==> config.mk <==
export PLATFORM = sky130hd
export DESIGN_NAME = stream_downsizer_flat
export DESIGN_NICKNAME = d
export VERILOG_FILES = /design/src/rtl/stream_downsizer_if.sv /design/src/rtl/stream_downsizer.sv /design/src/flat_wrapper.sv
export SDC_FILE = /design/constraint.sdc
export NUM_CORES = 1
export LEC_CHECK = 0
export ABC_AREA = 1
export CORE_MARGIN = 2
export CORE_UTILIZATION = 43
export DETAILED_ROUTE_END_ITERATION = 7
export PLACE_DENSITY = 0.75
export REMOVE_ABC_BUFFERS = 1
export SYNTH_ARGS = -nofsm -noshare
export SYNTH_HDL_FRONTEND = slang
export SYNTH_SLANG_ARGS = --single-unit
==> constraint.sdc <==
create_clock -name clk -period 1.6 [get_ports clk]
set_input_delay 0.32 -clock clk [delete_from_list [all_inputs] [get_ports clk]]
set_output_delay 0.32 -clock clk [all_outputs]
set_load 0.01 [all_outputs]
==> src/rtl/stream_downsizer_if.sv <==
// Handshake bundle between a wide-word source, the downsizer and a narrow consumer.
// out_last is present only when STREAM_DOWNSIZER_LAST_EN is defined.
interface stream_downsizer_if #(
    parameter int unsigned in_width = 32,
    parameter int unsigned ratio    = 4
);
    localparam int unsigned out_width = in_width / ratio;

    logic [in_width-1:0]  in_data;
    logic                 in_valid;
    logic                 in_ready;
    logic [out_width-1:0] out_data;
    logic                 out_valid;
    logic                 out_ready;
    logic                 flush;
    logic                 busy;
`ifdef STREAM_DOWNSIZER_LAST_EN
    logic                 out_last;
`endif

    modport slave (
        input  in_data, in_valid, out_ready, flush,
`ifdef STREAM_DOWNSIZER_LAST_EN
        output out_last,
`endif
        output in_ready, out_data, out_valid, busy
    );

    modport master (
        output in_data, in_valid, out_ready, flush,
`ifdef STREAM_DOWNSIZER_LAST_EN
        input  out_last,
`endif
        input  in_ready, out_data, out_valid, busy
    );
endinterface

==> src/rtl/stream_downsizer.sv <==
// Wide-to-narrow stream converter: one in_width word becomes ratio beats, LSB slice first.
// Optional out_last beat marker enabled by defining STREAM_DOWNSIZER_LAST_EN.
module stream_downsizer #(
    parameter int unsigned in_width = 32,
    parameter int unsigned ratio    = 4
) (
    input  logic              clk,
    input  logic              rst,
    stream_downsizer_if.slave bus
);
    localparam int unsigned out_width = in_width / ratio;
    localparam int unsigned beat_w    = (ratio > 1) ? $clog2(ratio) : 1;
    localparam logic [beat_w-1:0] last_beat = beat_w'(ratio - 1);

    if (ratio < 2 || (in_width % ratio) != 0) begin : g_bad_cfg
        $fatal(1, "stream_downsizer: ratio must be >= 2 and divide in_width exactly");
    end

    typedef enum logic {IDLE, SHIFT} state_t;

    state_t               state_q;
    logic [beat_w-1:0]    beat_q;
    logic [in_width-1:0]  word_q;
    logic [out_width-1:0] slice;
    logic                 at_last;
    logic                 out_fire;
    logic                 in_fire;

    assign at_last       = (beat_q == last_beat);
    assign bus.out_valid = (state_q == SHIFT) && !rst;
    assign bus.busy      = (state_q == SHIFT) && !rst;
    assign out_fire      = bus.out_valid && bus.out_ready;
    // Reload is allowed on the last-beat handshake so consecutive words run bubble-free.
    assign bus.in_ready  = !rst && !bus.flush && (state_q == IDLE || (out_fire && at_last));
    assign in_fire       = bus.in_valid && bus.in_ready;

    always_comb begin
        slice = '0;
        for (int unsigned i = 0; i < ratio; i++) begin
            if (beat_q == beat_w'(i)) slice = word_q[i*out_width +: out_width];
        end
    end

    assign bus.out_data = rst ? '0 : slice;

`ifdef STREAM_DOWNSIZER_LAST_EN
    assign bus.out_last = bus.out_valid && at_last;
`endif

    always_ff @(posedge clk) begin
        if (rst) begin
            state_q <= IDLE;
            beat_q  <= '0;
            word_q  <= '0;
        end else if (bus.flush) begin
            state_q <= IDLE;
            beat_q  <= '0;
        end else begin
            case (state_q)
                IDLE: begin
                    if (in_fire) begin
                        word_q  <= bus.in_data;
                        beat_q  <= '0;
                        state_q <= SHIFT;
                    end
                end
                SHIFT: begin
                    if (out_fire) begin
                        if (!at_last) begin
                            beat_q <= beat_q + beat_w'(1);
                        end else if (in_fire) begin
                            word_q <= bus.in_data;
                            beat_q <= '0;
                        end else begin
                            beat_q  <= '0;
                            state_q <= IDLE;
                        end
                    end
                end
                default: begin
                    state_q <= IDLE;
                    beat_q  <= '0;
                end
            endcase
        end
    end
endmodule

==> src/flat_wrapper.sv <==
// flat-port wrapper written by rule: the top's interface ports become plain ports
module stream_downsizer_flat 
#(
    parameter int unsigned in_width = 32,
    parameter int unsigned ratio    = 4
)
  (clk, rst, bus_in_data, bus_in_valid, bus_out_ready, bus_flush, bus_in_ready, bus_out_data, bus_out_valid, bus_busy);
  stream_downsizer_if #(.in_width(in_width), .ratio(ratio)) bus_i ();
  input  logic clk;
  input  logic rst;
  input wire logic [$bits(bus_i.in_data)-1:0] bus_in_data;
  input wire logic [$bits(bus_i.in_valid)-1:0] bus_in_valid;
  input wire logic [$bits(bus_i.out_ready)-1:0] bus_out_ready;
  input wire logic [$bits(bus_i.flush)-1:0] bus_flush;
  output wire logic [$bits(bus_i.in_ready)-1:0] bus_in_ready;
  output wire logic [$bits(bus_i.out_data)-1:0] bus_out_data;
  output wire logic [$bits(bus_i.out_valid)-1:0] bus_out_valid;
  output wire logic [$bits(bus_i.busy)-1:0] bus_busy;
  assign bus_i.in_data = bus_in_data;
  assign bus_i.in_valid = bus_in_valid;
  assign bus_i.out_ready = bus_out_ready;
  assign bus_i.flush = bus_flush;
  assign bus_in_ready = bus_i.in_ready;
  assign bus_out_data = bus_i.out_data;
  assign bus_out_valid = bus_i.out_valid;
  assign bus_busy = bus_i.busy;
  stream_downsizer #(.in_width(in_width), .ratio(ratio)) u_core (.clk(clk), .rst(rst), .bus(bus_i));
endmodule
Word level (Yosys, flattened, before mapping):

Index checks and enable logic that the tools add are counted.

* bits in registers: 35
* logic and storage cells: 42
* input bits: 37
* output and inout bits: 11

* add/sub/neg operators: 1
* reductions and logical operators: 13
* bitwise gates (word level): 2
* mux-type cells: 17
* equal/unequal tests: 6

Operator list (count)
* 32-bit two-way mux: 3
* 32-bit case mux with 2 select lines: 1
* 8-bit two-way mux: 5
* 1-bit logical AND: 6
* 2-bit two-way mux: 3
* 2-bit equality test (second input constant): 2
* 2-bit != test (second input constant): 2
* 2-bit case mux with 2 select lines: 1
* 1-bit two-way mux: 3
* 3-bit AND reduction: 1
* 2-bit by 1-bit adder with 2-bit output (second input constant): 1
* 2-bit by 1-bit equality test with 1-bit output (second input constant): 1
* 1-bit logical NOT: 2
* 2-bit logical NOT: 1
* 2-bit by 1-bit != test with 1-bit output (second input constant): 1
* 1-bit inverter: 2
* 1-bit case mux with 2 select lines: 1
* 2-bit AND reduction: 1
* 2-bit OR reduction: 1
* 1-bit logical OR: 1

Longest topological paths before layout:

Gate-level depths: netlist of run 1.

* depth after elaboration: 11
* mapped depth: 8
* mapped depth without buffers: 7

Worst setup path before layout of run 1:

Ideal clock, no wire load.

* path kind: register to output
* start: reg u_core.beat_q[1]
* end: out bus_out_data[0]
* path buffers: 1
* data arrival time: 1385 ps
* cell stages (with the launch flop): 8
* path slack: -105 ps
* required time: 1280 ps
* cell sequence: dfxtp_1 inv_1 ha_1 inv_1 clkbuf_1 nand3_1 o2bb2ai_1 a21oi_1

* cells in the longest elaborated chain, start to end: 6
* elaborated cells on any way between the ends: 9
* those cells by class: 3 x eq/ne; 5 x mux; 1 x reduce/logical

Ends and longest elaborated chain
* start, declared: RTL line stream_downsizer.sv:22 `logic [beat_w-1:0] beat_q;`
* start signal, assigned: RTL line stream_downsizer.sv:70 `beat_q <= beat_q + beat_w'(1);`
* 2-bit logical NOT: RTL line stream_downsizer.sv:40 `if (beat_q == beat_w'(i)) slice = word_q[i*out_width +: out_width];`
* 8-bit two-way mux (3 in a row): RTL line stream_downsizer.sv:40
* 8-bit two-way mux (*): RTL line stream_downsizer.sv:40
* 8-bit two-way mux (*): RTL line stream_downsizer.sv:44 `assign bus.out_data = rst ? '0 : slice;`
* end, declared: RTL line flat_wrapper.sv:16 `output wire logic [$bits(bus_i.out_data)-1:0] bus_out_data;`

Every way passes the cells marked *; elsewhere a longest branch is shown, timed or not.

Worst setup path after layout of run 1:

* start: reg u_core.beat_q[1]
* end: out bus_out_data[6]

The elaborated chain is that of the path after synthesis.

==> impl_metrics.ini, run 1 <==
[floorplan]
num_rows = 23
io_pins = 48
die-area_um2 = 4740
die_w_um = 68.8
dieHeight_um = 68.8
coreArea_um2 = 4030
start_util = 0.448

[global_routing]
track_usage = 0.213
grt_max_degree = 51
antenna_found_initial = 0
grt_pass1_wl_um = 7470
grt_pass1_vias = 1713
grt_overflow_total = 0

[worst_setup_path]
crit_arrival_ps = 1590
ff2ff_path_depth = 10
reg2reg_slack_ps = -70
slowest_stage = dfxtp_2
cp.required_ps = 1280
crit_path_end = bus_out_data[6]
cpPeakStageDelay_ps = 340
crit_path_start_kind = flip-flop
endpoint_kind = output pin
path_common_cell = buf_4
critPathMaxFanout = 3
r2r-end = u_core.word_q[12]
critPathKind = flip-flop to output pin
startpoint = u_core.beat_q[1]
regToRegStartpoint = u_core.beat_q[1]
crit_chain = buf_4, ha_4, buf_4, a21oi_4, o2bb2ai_2, a21oi_2, buf_2

[finish]
syn2layout_area_growth_pct = 51.4
diodes = 0
layout_commonest_cell = nand2_1
layout_common_cells = nand2_1, nor2_1, inv_1, clkdlybuf4s50_1, dfxtp_1
final_cells = 404
nNetsFinal = 395
drive_above_1_share = 0.237

[clock_tree]
cts_tree = yes
htree_levels = 2
cts_sinks = 35
insertion_delay_ps = 290
cts_buffers = 5
clock_tree.root_cell = clkbuf_8
cts.clk_slew.worst_paths_ps = 70
ctsLongestPathBuffers = 2

[logic_synthesis]
synthesis.area_um2 = 1810
synth_warnings = 0
ys_ff_latch = 35
syn_inst = 287
synth_top_cell_by_area = dfxtp_1
syn-mean-instance-area_um2 = 6.30
yosysTopAreaCellShare = 0.388
synth_area_leaders = dfxtp_1, nand2_1, nor2_1
ys_types = 19
synth_seq_area_share = 0.388

[detailed_routing]
wl_um = 5020
postRouteAntennaNets = 0
drc_errors = 0
drtIter0Drc = 97
viasPerCell = 4.64
drt-pass1-iter-count = 4
wire_per_inst_um = 12.4
via_count = 1875

[timing]
fmax_mhz = 523
finalHoldViolCount = 0
setup_slack_ps = -311
setup_violations = 25
slew_headroom = 0.808
tightest_slew_ps = 286
finClkSkew_ps = 7.10
period_share = 1.19
hold_ws_ps = 517
finalCriticalPeriod_ps = 1910
drv_slew = 0
rsz0062_at_grt = yes

[place]
hpwl_um = 3010
dp_slack_ps = -647
dp_cells = 391
numPortBuffers = 47
gp_congestion = 0.741

[power_and_ir_drop]
p_leak_nw = 1.31
ir_drop_v = 0.000474
powerDensity_nw_per_um2 = 697

[run_status]
violations = setup timing
outcome = complete, but fails checks

[run]
cap_viol_max_count = 0

[hold_path]
worstHoldPathType = flip-flop to flip-flop
[how the worst min path moves through the flow]
stage,startpoint,to,cells after the start
floorplan,bus_in_valid,u_core.state_q,2
global placement,u_core.word_q[24],u_core.word_q[24],4
detailed placement,u_core.word_q[20],u_core.word_q[20],4
CTS,u_core.word_q[19],u_core.word_q[19],4
global route,u_core.word_q[11],u_core.word_q[11],4
finish,u_core.word_q[30],u_core.word_q[30],4
[synth_stat cells]
| cell | number |
|---|---|
| a21oi_1 | 18 |
| o21ai_0 | 15 |
| clkbuf_1 | 8 |
| buf_2 | 3 |
| nor2_1 | 67 |
| inv_1 | 42 |
| buf_6 | 3 |
| nand4_4 | 1 |
| o21ai_1 | 1 |
| nand4_1 | 1 |
| nand2_1 | 72 |
| ha_1 | 4 |
| nand2_2 | 1 |
| nand3_1 | 10 |
| inv_2 | 1 |
| o2bb2ai_1 | 3 |
| buf_4 | 1 |
| dfxtp_1 | 35 |
| nor2_2 | 1 |
[area by class of cell]
cell class,count,area [um2]
Timing Repair inverter,2,15.0
Clock buffer,6,82.6
Timing Repair Buffer,73,668
Multi-Input combinational cell,194,1030
Inverter,43,169
Sequential cell,35,706
Fill cell,355,1290
Tap cell,50,62.6
Clock inverter,1,5.00
[worst max-delay path: cells and delay by family, from the launching register on]
| kind | cells | cell delay (ps) |
|---|---|---|
| AO/OA/AOI/OAI | 3 | 350 |
| adder cells (fa/ha/maj) | 1 | 160 |
| buffers and inverters | 3 | 440 |
| flip-flops | 1 | 340 |
[power by group]
group	switching, mW	total, mW	internal, mW
clock	0.313	0.650	0.337
combinational	0.148	0.318	0.169
sequential	0.0259	0.938	0.912
total	0.487	1.91	1.42
[through the flow]
stage                      util  power (mW)  cell area [um2]  TNS (ps)
after global placement    0.603        1.24             2430    -11340
after global routing      0.679        2.00             2740     -6200
after CTS                 0.657        1.89             2650     -2290
after floorplan               -        1.08             1720     -3300
after detailed placement  0.603        1.25             2430    -12400
final                     0.679        1.91             2740     -2710
[cell families after synthesis]
logic type,count (synthesis),synth area share
and+or+nand+nor,153,0.339
buffers and inverters,58,0.137
AOI/OAI and AO/OA,37,0.109
DFF,35,0.388
adders and majority gates,4,0.0277
[layer usage]
metal / part of all wire / GRT usage / routed length (um) / vias to the layer above
li1: - / - / - / 1003
met1: 0.45 / 0.263 / 2240 / 816
met2: 0.47 / 0.353 / 2360 / 42
met3: 0.057 / 0.0568 / 284 / 14
met4: 0.027 / 0.0833 / 138 / 0
met5: 0 / 0 / 0 / -
[state kept, by name, summed over array words and instances (netlist names)]
register,flops
u_core.word_q,32
u_core.beat_q,2
u_core.state_q,1
[what timing repair did]
action                     CTS  global route
setup endpoints to repair   43            41
buffers inserted             2             0
pin swaps                   11             7
hold buffers                 0             0
gates cloned                 2             3
resized for setup           86            12
No activity file was read; power rests on OpenSTA's default activity.
==> run 2, diff against run 1 <==
--- a/config.mk
+++ b/config.mk
@@ -8,6 +8,7 @@
 export ABC_AREA = 1
 export CORE_MARGIN = 2
 export CORE_UTILIZATION = 43
+export CTS_CLUSTER_DIAMETER = 200
 export DETAILED_ROUTE_END_ITERATION = 7
 export PLACE_DENSITY = 0.75
 export REMOVE_ABC_BUFFERS = 1
==> results of run 2 <==
Final layout, timing and power as in run 1 (identical DEF).
==> run 3, diff against run 2 <==
--- a/config.mk
+++ b/config.mk
@@ -6,6 +6,7 @@
 export NUM_CORES = 1
 export LEC_CHECK = 0
 export ABC_AREA = 1
+export ABC_CLOCK_PERIOD_IN_PS = 1600
 export CORE_MARGIN = 2
 export CORE_UTILIZATION = 43
 export CTS_CLUSTER_DIAMETER = 200
==> results of run 3 <==
Final layout, timing and power as in run 1 (identical DEF).
